===== src/rtl/mmio_timer_pkg.sv =====
// Shared constants for the memory-mapped down-counting timer.
// Holds the register offsets, bit positions and run-mode decode.
package timer_pkg;

    localparam logic [31:0] BASE_ADDR_DEF = 32'h0000_FF00;

    localparam logic [4:0] OFF_CTRL   = 5'h00;
    localparam logic [4:0] OFF_LOAD   = 5'h04;
    localparam logic [4:0] OFF_COUNT  = 5'h08;
    localparam logic [4:0] OFF_STATUS = 5'h0C;
    localparam logic [4:0] OFF_PRESC  = 5'h10;

    localparam int unsigned EN_BIT   = 0;
    localparam int unsigned AUTO_BIT = 1;
    localparam int unsigned IE_BIT   = 2;
    localparam int unsigned EXP_BIT  = 0;

    typedef enum logic [1:0] {
        STOPPED      = 2'd0,
        RUN_ONESHOT  = 2'd1,
        RUN_PERIODIC = 2'd2
    } mode_t;

    // The run mode is not separate state; it is fully implied by EN/AUTO.
    function automatic mode_t mode_of(input logic en, input logic auto_rl);
        if (!en)
            return STOPPED;
        return auto_rl ? RUN_PERIODIC : RUN_ONESHOT;
    endfunction

endpackage


===== src/rtl/mmio_timer_if.sv =====
// CPU data-memory bus as seen by the timer: address, strobe, store and read data.
interface mmio_timer_if;
    logic [31:0] addr;
    logic        wr;
    logic [31:0] wdata;
    logic [31:0] rdata;

    modport master (output addr, output wr, output wdata, input rdata);
    modport slave  (input addr, input wr, input wdata, output rdata);
endinterface


===== src/rtl/mmio_timer_prescaler.sv =====
// Clock prescaler: emits one tick every PRESC+1 enabled cycles.
module timer_prescaler #(
    parameter int unsigned PRESC_W = 16
) (
    input  logic               clk,
    input  logic               reset,
    input  logic               en,
    input  logic               clr,
    input  logic [PRESC_W-1:0] presc,
    output logic               tick
);
    logic [PRESC_W-1:0] pcnt;

    assign tick = en && (pcnt == presc);

    always_ff @(posedge clk or negedge reset) begin
        if (!reset)
            pcnt <= '0;
        else if (clr || tick)
            pcnt <= '0;
        else if (en)
            pcnt <= pcnt + PRESC_W'(1);
    end
endmodule


===== src/rtl/mmio_timer.sv =====
// Memory-mapped down-counting timer on the CPU data bus with one-cycle read latency.
// Bus writes take priority over any same-edge tick or expiry update, except the EXP set.
module mmio_timer
    import timer_pkg::*;
#(
    parameter logic [31:0] BASE_ADDR = BASE_ADDR_DEF,
    parameter int unsigned PRESC_W   = 16
) (
    input  logic         clk,
    input  logic         reset,
    mmio_timer_if.slave  bus,
    output logic         irq
);
    logic [2:0]         ctrl;
    logic [31:0]        load;
    logic [31:0]        count;
    logic               expd;
    logic [PRESC_W-1:0] presc;
    logic [31:0]        rdata_q;
    logic [31:0]        rd_val;

    logic       hit, wr_hit, rd_hit;
    logic [4:0] off;
    logic       wr_ctrl, wr_load, wr_count, wr_status, wr_presc;
    logic       tick, expire;
    mode_t      mode;
    logic       addr_unused;

    assign hit         = (bus.addr[31:5] == BASE_ADDR[31:5]);
    assign wr_hit      = hit && bus.wr;
    assign rd_hit      = hit && !bus.wr;
    assign off         = {bus.addr[4:2], 2'b00};
    assign addr_unused = ^bus.addr[1:0];

    assign wr_ctrl   = wr_hit && (off == OFF_CTRL);
    assign wr_load   = wr_hit && (off == OFF_LOAD);
    assign wr_count  = wr_hit && (off == OFF_COUNT);
    assign wr_status = wr_hit && (off == OFF_STATUS);
    assign wr_presc  = wr_hit && (off == OFF_PRESC);

    assign mode   = mode_of(ctrl[EN_BIT], ctrl[AUTO_BIT]);
    assign expire = tick && (count == '0);

    timer_prescaler #(.PRESC_W(PRESC_W)) u_presc (
        .clk   (clk),
        .reset (reset),
        .en    (ctrl[EN_BIT]),
        .clr   (wr_ctrl || wr_count),
        .presc (presc),
        .tick  (tick)
    );

    always_comb begin
        rd_val = '0;
        case (off)
            OFF_CTRL:   rd_val[2:0]         = ctrl;
            OFF_LOAD:   rd_val              = load;
            OFF_COUNT:  rd_val              = count;
            OFF_STATUS: rd_val[EXP_BIT]     = expd;
            OFF_PRESC:  rd_val[PRESC_W-1:0] = presc;
            default:    rd_val              = '0;
        endcase
    end

    always_ff @(posedge clk or negedge reset) begin
        if (!reset) begin
            ctrl    <= '0;
            load    <= '0;
            count   <= '0;
            expd    <= 1'b0;
            presc   <= '0;
            rdata_q <= '0;
        end else begin
            rdata_q <= rd_hit ? rd_val : '0;

            if (wr_ctrl)
                ctrl <= bus.wdata[2:0];
            else if (expire && mode == RUN_ONESHOT)
                ctrl[EN_BIT] <= 1'b0;

            if (wr_load)
                load <= bus.wdata;
            if (wr_presc)
                presc <= bus.wdata[PRESC_W-1:0];

            // Zero never decrements: it either reloads or parks at zero.
            if (wr_count)
                count <= bus.wdata;
            else if (tick) begin
                if (count != '0)
                    count <= count - 32'd1;
                else if (mode == RUN_PERIODIC)
                    count <= load;
            end

            if (expire)
                expd <= 1'b1;
            else if (wr_status && bus.wdata[EXP_BIT])
                expd <= 1'b0;
        end
    end

    assign bus.rdata = rdata_q;
    assign irq       = expd && ctrl[IE_BIT];
endmodule

===== src/flat_wrapper.sv =====
// flat-port wrapper written by rule: the top's interface ports become plain ports
module mmio_timer_flat import timer_pkg::*;
#(
    parameter logic [31:0] BASE_ADDR = BASE_ADDR_DEF,
    parameter int unsigned PRESC_W   = 16
)
  (clk, reset, irq, bus_addr, bus_wr, bus_wdata, bus_rdata);
  mmio_timer_if bus_i ();
  input  logic clk;
  input  logic reset;
  output logic irq;
  input wire logic [$bits(bus_i.addr)-1:0] bus_addr;
  input wire logic [$bits(bus_i.wr)-1:0] bus_wr;
  input wire logic [$bits(bus_i.wdata)-1:0] bus_wdata;
  output wire logic [$bits(bus_i.rdata)-1:0] bus_rdata;
  assign bus_i.addr = bus_addr;
  assign bus_i.wr = bus_wr;
  assign bus_i.wdata = bus_wdata;
  assign bus_rdata = bus_i.rdata;
  mmio_timer #(.BASE_ADDR(BASE_ADDR), .PRESC_W(PRESC_W)) u_core (.clk(clk), .reset(reset), .bus(bus_i), .irq(irq));
endmodule

===== config.mk =====
export PLATFORM = sky130hd
export DESIGN_NAME = mmio_timer_flat
export DESIGN_NICKNAME = d
export VERILOG_FILES = /design/src/rtl/mmio_timer_pkg.sv /design/src/rtl/mmio_timer_if.sv /design/src/rtl/mmio_timer_prescaler.sv /design/src/rtl/mmio_timer.sv /design/src/flat_wrapper.sv
export SDC_FILE = /design/constraint.sdc
export NUM_CORES = 1
export LEC_CHECK = 0
export BUFFER_PORTS_ARGS = -buffer_cell sky130_fd_sc_hd__buf_2
export CORE_AREA = 2 2 172 174
export CTS_CLUSTER_SIZE = 10
export DETAILED_ROUTE_END_ITERATION = 7
export DIE_AREA = 0 0 174 176
export GPL_TIMING_DRIVEN = 0
export PLACE_DENSITY = 0.45
export SLEW_MARGIN = 20
export SYNTH_ARGS = -nofsm -noshare
export SYNTH_HDL_FRONTEND = slang
export SYNTH_SLANG_ARGS = --single-unit

===== constraint.sdc =====
create_clock -name clk -period 2.8 [get_ports clk]
set_input_delay 0.56 -clock clk [delete_from_list [all_inputs] [get_ports clk]]
set_output_delay 0.56 -clock clk [all_outputs]
set_load 0.03 [all_outputs]

=== Word level (Yosys, flattened, before mapping) ===
Index checks and enable logic that the tools add are counted.

* Register bits: 132
* Input bits: 67
* Output and inout port bits: 33
* Word-level logic and storage cells: 59

* Add/sub/neg operators: 2
* Eq/ne operators: 8
* Muxes and demuxes: 17
* Reduce and logical (&&, ||, !) cells: 24

{| class="wikitable"
|+ Operators by type and width
! cell !! count
|-
| 2-to-1 mux 32 bit || 5
|-
| case mux 13 bit (3 select lines) || 1
|-
| zero test 32 bit || 1
|-
| 2-to-1 mux 16 bit || 2
|-
| case mux 16 bit (2 select lines) || 1
|-
| nonzero test 32 bit || 1
|-
| subtractor 32 x 1 -> 32 bit (second input constant) || 1
|-
| equality test 27 x 11 -> 1 bit (second input constant) || 1
|-
| adder 16 x 1 -> 16 bit (second input constant) || 1
|-
| equality test 16 bit || 1
|-
| logical AND 1 bit || 12
|-
| case mux 2 bit (4 select lines) || 1
|-
| nonzero test 2 bit || 4
|-
| equality test 3 x 2 -> 1 bit (second input constant) || 2
|-
| zero test 5 bit || 1
|-
| case mux 1 bit (5 select lines) || 1
|-
| 2-to-1 mux 1 bit || 4
|-
| 2-to-1 mux 2 bit || 2
|-
| equality test 3 x 1 -> 1 bit (second input constant) || 1
|-
| equality test 3 bit (second input constant) || 1
|-
| nonzero test 3 bit || 1
|-
| equality test 2 x 1 -> 1 bit (second input constant) || 1
|-
| equality test 2 bit (second input constant) || 1
|-
| logical OR 1 bit || 2
|-
| other kinds (2) || 2
|}

=== Depth between registers and ports, before layout ===
Gate-level depths: netlist (run 1).

* Depth in word-level cells: 7
* Gate-level depth with buffers: 11
* Gate-level depth less buffers: 9

=== Modules after synthesis ===
Synthesis (run 1) repeated with hierarchy kept, for this count alone.

* Cell total of the unflattened synthesis: 736
* Area total of the unflattened synthesis: 7198.2 µm²

{| class="wikitable"
|+ Modules (own cells, without submodules)
! module !! times used !! cells an instance !! area each (µm²) !! seq. area each (µm²)
|-
| mmio_timer || 1 || 634 || 6212.2 || 2902.8
|-
| timer_prescaler || 1 || 102 || 985.9 || 400.4
|}

=== Least setup slack after synthesis (run 1) ===
OpenSTA, ideal clock, no wires.

* Kind: input to register
* Start point: input bus_addr[29]
* End point: register u_core.u_presc.pcnt[10]
* Setup time: 0.132 ns
* Arrival time: 2.646 ns
* Required time: 2.668 ns
* Slack: 0.022 ns
* Stages: 7
* Buffers on the path: 1
* Cells stage by stage: or4_1 or4_1 nor2_1 nand2_1 o31ai_2 clkbuf_1 nor2_1

* Longest elaborated chain between the ends: 6
* Elaborated cells on any way between the ends: 8
* Classes of those cells: eq/ne: 1; mux: 1; reduce/logical: 6

{| class="wikitable"
|+ Ends and longest elaborated chain
! element !! RTL line !! source
|-
| start, declared || flat_wrapper.sv:12 || <nowiki>input wire logic [$bits(bus_i.addr)-1:0] bus_addr;</nowiki>
|-
| equality test 27 x 11 -> 1 bit (*) || mmio_timer.sv:29 || <nowiki>assign hit = (bus.addr[31:5] == BASE_ADDR[31:5]);</nowiki>
|-
| logical AND 1 bit (*) || mmio_timer.sv:30 || <nowiki>assign wr_hit = hit && bus.wr;</nowiki>
|-
| logical AND 1 bit (on tied branches) || mmio_timer.sv:35, mmio_timer.sv:37 ||
|-
| logical OR 1 bit (*) || mmio_timer.sv:48 || <nowiki>.clr (wr_ctrl || wr_count),</nowiki>
|-
| logical OR 1 bit (*) || mmio_timer_prescaler.sv:19 || <nowiki>else if (clr || tick)</nowiki>
|-
| 2-to-1 mux 16 bit or nonzero test 2 bit (tied branches) || n/a ||
|-
| end signal, assigned || mmio_timer_prescaler.sv:22 || <nowiki>pcnt <= pcnt + PRESC_W'(1);</nowiki>
|-
| end, declared || mmio_timer_prescaler.sv:12 || <nowiki>logic [PRESC_W-1:0] pcnt;</nowiki>
|}

Mark *: on every way between the ends. The rest lies on a longest branch, timed or not.
A chain may end at the register's enable or synchronous reset.

=== Final worst setup path (run 1) ===
* Start point: register u_core.count[27]
* End point: register u_core.count[22]

* Longest elaborated chain between the ends: 4
* Elaborated cells on any way between the ends: 6
* Classes of those cells: mux: 3; reduce/logical: 3

{| class="wikitable"
|+ Ends and longest elaborated chain
! element !! RTL line !! source
|-
| start, declared || mmio_timer.sv:16 || <nowiki>logic [31:0] count;</nowiki>
|-
| start signal, assigned || mmio_timer.sv:88 || <nowiki>count <= bus.wdata;</nowiki>
|-
| start signal, assigned || mmio_timer.sv:91 || <nowiki>count <= count - 32'd1;</nowiki>
|-
| start signal, assigned || mmio_timer.sv:93 || <nowiki>count <= load;</nowiki>
|-
| nonzero test 32 bit (*) || mmio_timer.sv:90 || <nowiki>if (count != '0)</nowiki>
|-
| 2-to-1 mux 32 bit || mmio_timer.sv:90 ||
|-
| 2-to-1 mux 32 bit || mmio_timer.sv:89 || <nowiki>else if (tick) begin</nowiki>
|-
| 2-to-1 mux 32 bit || mmio_timer.sv:87 || <nowiki>if (wr_count)</nowiki>
|}

Mark *: on every way between the ends. The rest lies on a longest branch, timed or not. The select of a mux whose other input is x is not followed.

==> flow_metrics.py, run 1 <==
metrics = {
    "detailed_routing": {
        "wire_per_inst_microns": 19.5,
        "drt-initial-drc-count": 468,
        "wl_microns": 24900,
        "drt_first_pass_iters": 5,
        "drc": 0,
        "vias": 6326,
        "vias_per_cell": 4.97,
        "drtAntennaViolNets": 0,
    },
    "global_route": {
        "grt_pass1_wl_microns": 38800,
        "gr-usage-all-layers_pct": 16.7,
        "grt_max_degree": 76,
        "grt_pass1_vias": 6499,
        "antenna_found_initial": 0,
        "grt-ovfl-total": 0,
    },
    "clocking": {
        "cts_root_buf": "clkbuf_16",
        "hold_buffers": 0,
        "clock_path_buffers": 2,
        "cts_htree_levels": 4,
        "cts_tree": "done",
        "clk_latency_ns": 0.44,
        "cts_made_buffers": 17,
        "clkSlewWorstSetupHoldPaths_ns": 0.06,
        "cts.sinks": 132,
    },
    "status": {
        "status": "finished, final reports clean",
    },
    "placement": {
        "io_buffers": 95,
        "pre_cts_slack_ns": -0.980,
        "hpwl_microns": 17900,
        "gp_congestion": 0.847,
    },
    "hold_path": {
        "hold_path.class": "primary input to asynchronous set/reset pin",
    },
    "synthesis": {
        "synth_flop_cell": "dfrtp_1",
        "syn_nets": 809,
        "ys_warn_count": 0,
        "yosysUniqueCellTypes": 62,
        "syn_avg_cell_area_sq_um": 9.61,
        "netlist_instances": 739,
        "synth_enable_flop_cells": 0,
        "syn_area_sq_um": 7100,
        "async_flop_share_pct": 100,
        "ys_ff_latch": 132,
        "yosysTopAreaCell": "dfrtp_1",
        "synth_top_cell_area_share_pct": 46.5,
        "seq_area_frac_synth_pct": 46.5,
        "synthTopCellsByArea": "dfrtp_1, mux2_2, nor2_1, a21oi_1, a22oi_1",
    },
    "sta": {
        "period_needed_ns": 2.73,
        "period_share_pct": 97.4,
        "setup_ws_ns": 0.0726,
        "fin_worst_skew_ns": 0.0137,
        "hold_violations": 0,
        "holdWs_ns": 0.0509,
        "slew_violations": 0,
        "setup_viol": 0,
        "slew_headroom_pct": 43.9,
        "fmax_mhz": 367,
        "tightest_slew_ns": 0.835,
        "grt_setup_unrepaired": "true",
    },
    "cells_and_area": {
        "fillers": 3079,
        "drive_gt1_share_pct": 29.9,
        "multi_input_area_sq_um": 3730,
        "fin_nets": 946,
        "diodes": 0,
        "final_cell_mix": "dfrtp_1, nor2_1, buf_2, mux2_2, a21oi_1",
        "fin_util_pct": 31.9,
        "ff_latch_area_sq_um": 3310,
        "area_growth_pct": 28.2,
        "layout_commonest_cell": "dfrtp_1",
    },
    "worst_setup_path": {
        "r2r_cells": 8,
        "worstReg2RegStart": "u_core.count[27]$_DFFE_PN0P_",
        "endpoint_kind": "register",
        "cp-startpoint": "u_core.count[27]$_DFFE_PN0P_",
        "cp.required_ns": 3.12,
        "path_class": "register to register",
        "worstPathMaxFanout": 5,
        "critPathLaunchType": "register",
        "critPathArrivalTime_ns": 3.04,
    },
    "power": {
        "powerDensity_nw_per_um2": 478,
        "p_total_mw": 4.35,
        "vdd_ir_drop_max_v": 0.000264,
        "p_leak_nw": 4.11,
    },
    "die": {
        "fp.dieW_microns": 174,
        "core_area_sq_um": 28500,
        "die-area_sq_um": 30600,
        "die_h_microns": 176,
        "rows": 62,
        "start_util_pct": 24.9,
        "io_pins": 100,
    },
    "run": {
        "maxCapViolCount": 0,
    },
}
[power breakdown]
group / switching, mW / internal, mW / total, mW
Combinational: 0.113 / 0.0540 / 0.167
Clock: 0.917 / 1.36 / 2.27
Sequential: 0.000141 / 1.91 / 1.91
Total: 1.03 / 3.32 / 4.35
[worst max-delay path, cell delays in order (launching register included)]
cell and delay [ns]:
dfrtp_2 0.40, or4_4 0.55, or4_4 0.43, or4_4 0.49, o211ai_4 0.23, buf_6 0.16
o21ba_1 0.14, o22ai_1 0.15, o21ai_1 0.07
[sequential cells by signal, summed over array words and instances (netlist names)]
register,cells
u_core.count,32
u_core.load,32
u_core.u_presc.pcnt,16
u_core.presc,16
u_core.bus.rdata,32
u_core.ctrl,3
u_core.expd,1
[Yosys cell counts (3+ instances only)]
cell type,number
o21ai_0,28
clkbuf_1,37
and2_1,11
buf_6,5
o31ai_1,5
o211ai_1,6
nand2_1,45
nor4_2,3
o21a_1,3
a21oi_1,48
dfrtp_1,132
o21ai_1,4
o22ai_1,6
nor4_1,11
or4_1,11
xnor2_1,23
nand4b_1,3
nor2_1,104
o2bb2ai_1,3
nand3_1,22
nor3_1,17
nand4_1,16
ha_1,3
a22oi_1,29
xor2_1,20
a31oi_1,11
inv_1,10
nor4bb_1,3
o32ai_1,4
or3_1,11
mux2_2,49
and3_1,8
mux2i_1,6
nand3b_1,4
[cell type report]
type | count | share of cell area (%)
multi-input combinational | 551 | 40.9
sequential | 132 | 36.4
timing repair buffer | 124 | 8.03
tap | 384 | 5.28
clock buffer | 20 | 5.02
buffer | 40 | 2.56
clock inverter | 12 | 1.43
inverter | 10 | 0.412
[cell families (layout without fill, tap and decap cells)]
logic type,after synthesis,in the layout,synth area share [%]
and+or+nand+nor,286,286,20.8
DFF,132,132,46.5
AOI/OAI and AO/OA,164,164,14.7
muxes,55,55,8.62
buffers and inverters,56,206,3.52
adders and majority gates,3,3,0.529
xor gates and xnor gates,43,43,5.30
[per-stage QoR]
step / instance area, sq um / TNS [ns] / std cells
6_report: 9100 / 0 / 1273
4_1_cts: 9020 / -0.00156 / 1266
3_3_place_gp: 8060 / -189.03 / 1218
2_1_floorplan: 7100 / 0 / 739
5_1_grt: 9100 / -0.0384 / 1273
3_5_place_dp: 8100 / -65.75 / 1219
[layer usage]
layer	wire length [microns]	share of wire [%]	track usage, %
met1	11700	47	23.0
met2	11400	46	26.5
met4	480	1.9	5.18
met3	1220	4.9	3.17
met5	0	0	0
[path summary, 6_finish.rpt]
| kind | slack, ns | to |
|---|---|---|
| setup reg to reg | 0.07 | u_core.count[22]$_DFFE_PN0P_ |
| hold reg to reg | 0.53 | u_core.load[31]$_DFFE_PN0P_ |
| max in group asynchronous | 1.95 | u_core.count[27]$_DFFE_PN0P_ |
| hold / removal | 0.05 | u_core.bus.rdata[13]$_DFF_PN0_ |
| setup / recovery | 0.07 | u_core.count[22]$_DFFE_PN0P_ |
| min in group clk | 0.35 | u_core.count[18]$_DFFE_PN0P_ |
[what timing repair did]
| item | CTS | global route |
|---|---|---|
| gates cloned | 1 | 0 |
| pin swaps | 10 | 7 |
| setup endpoints to repair | 87 | 73 |
| resized for setup | 59 | 11 |
| buffers inserted | 18 | 9 |
(Power assumes the default switching activity.)
==> inputs of run 2 (changes only) <==
- CORE_AREA: 2 2 172 174 -> 2 2 146 148
- DIE_AREA: 0 0 174 176 -> 0 0 148 150
- PLACE_DENSITY: 0.45 -> 0.62
==> flow_metrics.py, run 2 (synthesis results as in run 1) <==
metrics = {
    "status": {
        "status": "finished, final reports clean",
    },
    "cells_and_area": {
        "diodes": 0,
        "fin_nets": 941,
        "area_growth_pct": 25.8,
        "stdcell_area_sq_um": 8930,
        "drive_gt1_share_pct": 29.0,
        "fin_util_pct": 43.2,
        "layout_commonest_cell": "dfrtp_1",
        "fin_cells": 1159,
        "final_cell_mix": "dfrtp_1, nor2_1, buf_2, mux2_2, a21oi_1",
    },
    "worst_setup_path": {
        "critPathMaxStageDelay_ns": 0.51,
        "r2r_slack_ns": 0.01,
        "path_class": "register to register",
        "critPathArrivalTime_ns": 3.10,
        "worstPathMaxFanout": 8,
        "crit_top_cell": "or4_4",
        "crit_path_top_delay_cell": "or4_4",
        "endpoint_kind": "register",
        "critPathLaunchType": "register",
        "cp.required_ns": 3.11,
        "worstPathCellList": "or4_4, or4_4, or4_4, o211ai_4, buf_6, o21ba_1, o22ai_1, o21ai_1",
    },
    "detailed_routing": {
        "drc": 0,
        "vias": 6477,
        "drt-initial-drc-count": 487,
        "wire_per_inst_microns": 19.3,
        "wl_microns": 22400,
        "vias_per_cell": 5.59,
        "drtAntennaViolNets": 0,
        "drt_first_pass_iters": 5,
    },
    "placement": {
        "pre_cts_slack_ns": -0.870,
        "place_area_sq_um": 7970,
        "gp_congestion": 0.887,
        "dp_cells": 1110,
        "hpwl_microns": 15800,
        "io_buffers": 95,
    },
    "clocking": {
        "cts_htree_levels": 4,
        "cts_root_buf": "clkbuf_16",
        "clkSlewWorstSetupHoldPaths_ns": 0.06,
        "cts_made_buffers": 17,
        "cts_tree": "done",
        "clk_latency_ns": 0.44,
        "hold_buffers": 0,
        "cts.sinks": 132,
        "clock_path_buffers": 2,
    },
    "sta": {
        "hold_violations": 0,
        "setup_tns_ns": 0,
        "setup_viol": 0,
        "tightest_slew_ns": 0.826,
        "grt_setup_unrepaired": "true",
        "fmax_mhz": 358,
        "period_share_pct": 99.6,
        "setup_ws_ns": 0.0103,
        "period_needed_ns": 2.79,
        "slew_headroom_pct": 44.5,
        "slew_violations": 0,
        "fin_worst_skew_ns": 0.0154,
    },
    "global_route": {
        "grt-ovfl-total": 0,
        "antenna_found_initial": 0,
        "gr-usage-all-layers_pct": 20.4,
        "grt_pass1_vias": 6457,
        "grt_pass1_wl_microns": 34800,
        "grt_max_degree": 81,
    },
    "die": {
        "io_pins": 100,
        "core_area_sq_um": 20700,
        "fp.dieW_microns": 148,
        "die_h_microns": 150,
        "rows": 53,
        "die-area_sq_um": 22200,
        "start_util_pct": 34.3,
    },
    "power": {
        "p_leak_nw": 4.08,
        "vdd_ir_drop_max_v": 0.000398,
        "powerDensity_nw_per_um2": 492,
    },
    "run": {
        "maxCapViolCount": 0,
    },
    "hold_path": {
        "hold_path.class": "primary input to asynchronous set/reset pin",
    },
}
[run 2: layer usage]
metal	wire length, microns	vias to the layer above	GRT usage, %
li1	-	2951	-
met4	721	0	8.24
met3	1630	62	4.91
met1	9770	3154	26.9
met5	0	-	0
met2	10300	310	32.4
[run 2: area by class of cell]
class,count,area [sq um]
buffer,41,221
clock buffer,23,488
clock inverter,9,125
fill,2075,11800
inverter,10,37.5
multi-input combinational,551,3730
sequential,132,3310
tap,275,344
timing repair buffer,118,682
[run 2: through the flow]
| stage | total power, mW | hold WS [ns] |
|---|---|---|
| 4_1_cts | 4.43 | 0.0601 |
| 5_1_grt | 4.53 | 0.0725 |
| 2_1_floorplan | 1.98 | 0.264 |
| 6_report | 4.40 | 0.0462 |
| 3_3_place_gp | 2.10 | 0.509 |
| 3_5_place_dp | 2.11 | 0.512 |
[run 2: repair_timing]
action                                  CTS  global route
buffers inserted                         14             8
resized for setup                        35            28
pin swaps                                 6             7
endpoints found under the setup margin   86            59
[run 2: path summary, 6_finish.rpt]
| path | startpoint | endpoint | depth (start not counted) |
|---|---|---|---|
| setup reg to reg | u_core.count[28]$_DFFE_PN0P_ | u_core.count[21]$_DFFE_PN0P_ | 8 |
| min in group clk | bus_wdata[16] | u_core.count[16]$_DFFE_PN0P_ | 3 |
| hold / removal | reset | u_core.bus.rdata[10]$_DFF_PN0_ | 1 |
| max in group asynchronous | reset | u_core.count[28]$_DFFE_PN0P_ | 2 |
| hold reg to reg | u_core.load[30]$_DFFE_PN0P_ | u_core.load[30]$_DFFE_PN0P_ | 1 |
| setup / recovery | u_core.count[28]$_DFFE_PN0P_ | u_core.count[21]$_DFFE_PN0P_ | 8 |
[run 2: critical path: cells and delay by family (launching register included)]
kind            cells  cell delay, ns
compound gates      4            0.60
flops               1            0.40
buf+inv             1            0.17
simple gates        3            1.49
[run 2: power by group]
part | internal [mW] | total (mW) | switching [mW]
clock | 1.49 | 2.33 | 0.838
sequential | 1.91 | 1.91 | 0.000147
combinational | 0.0539 | 0.163 | 0.109
total | 3.45 | 4.40 | 0.947
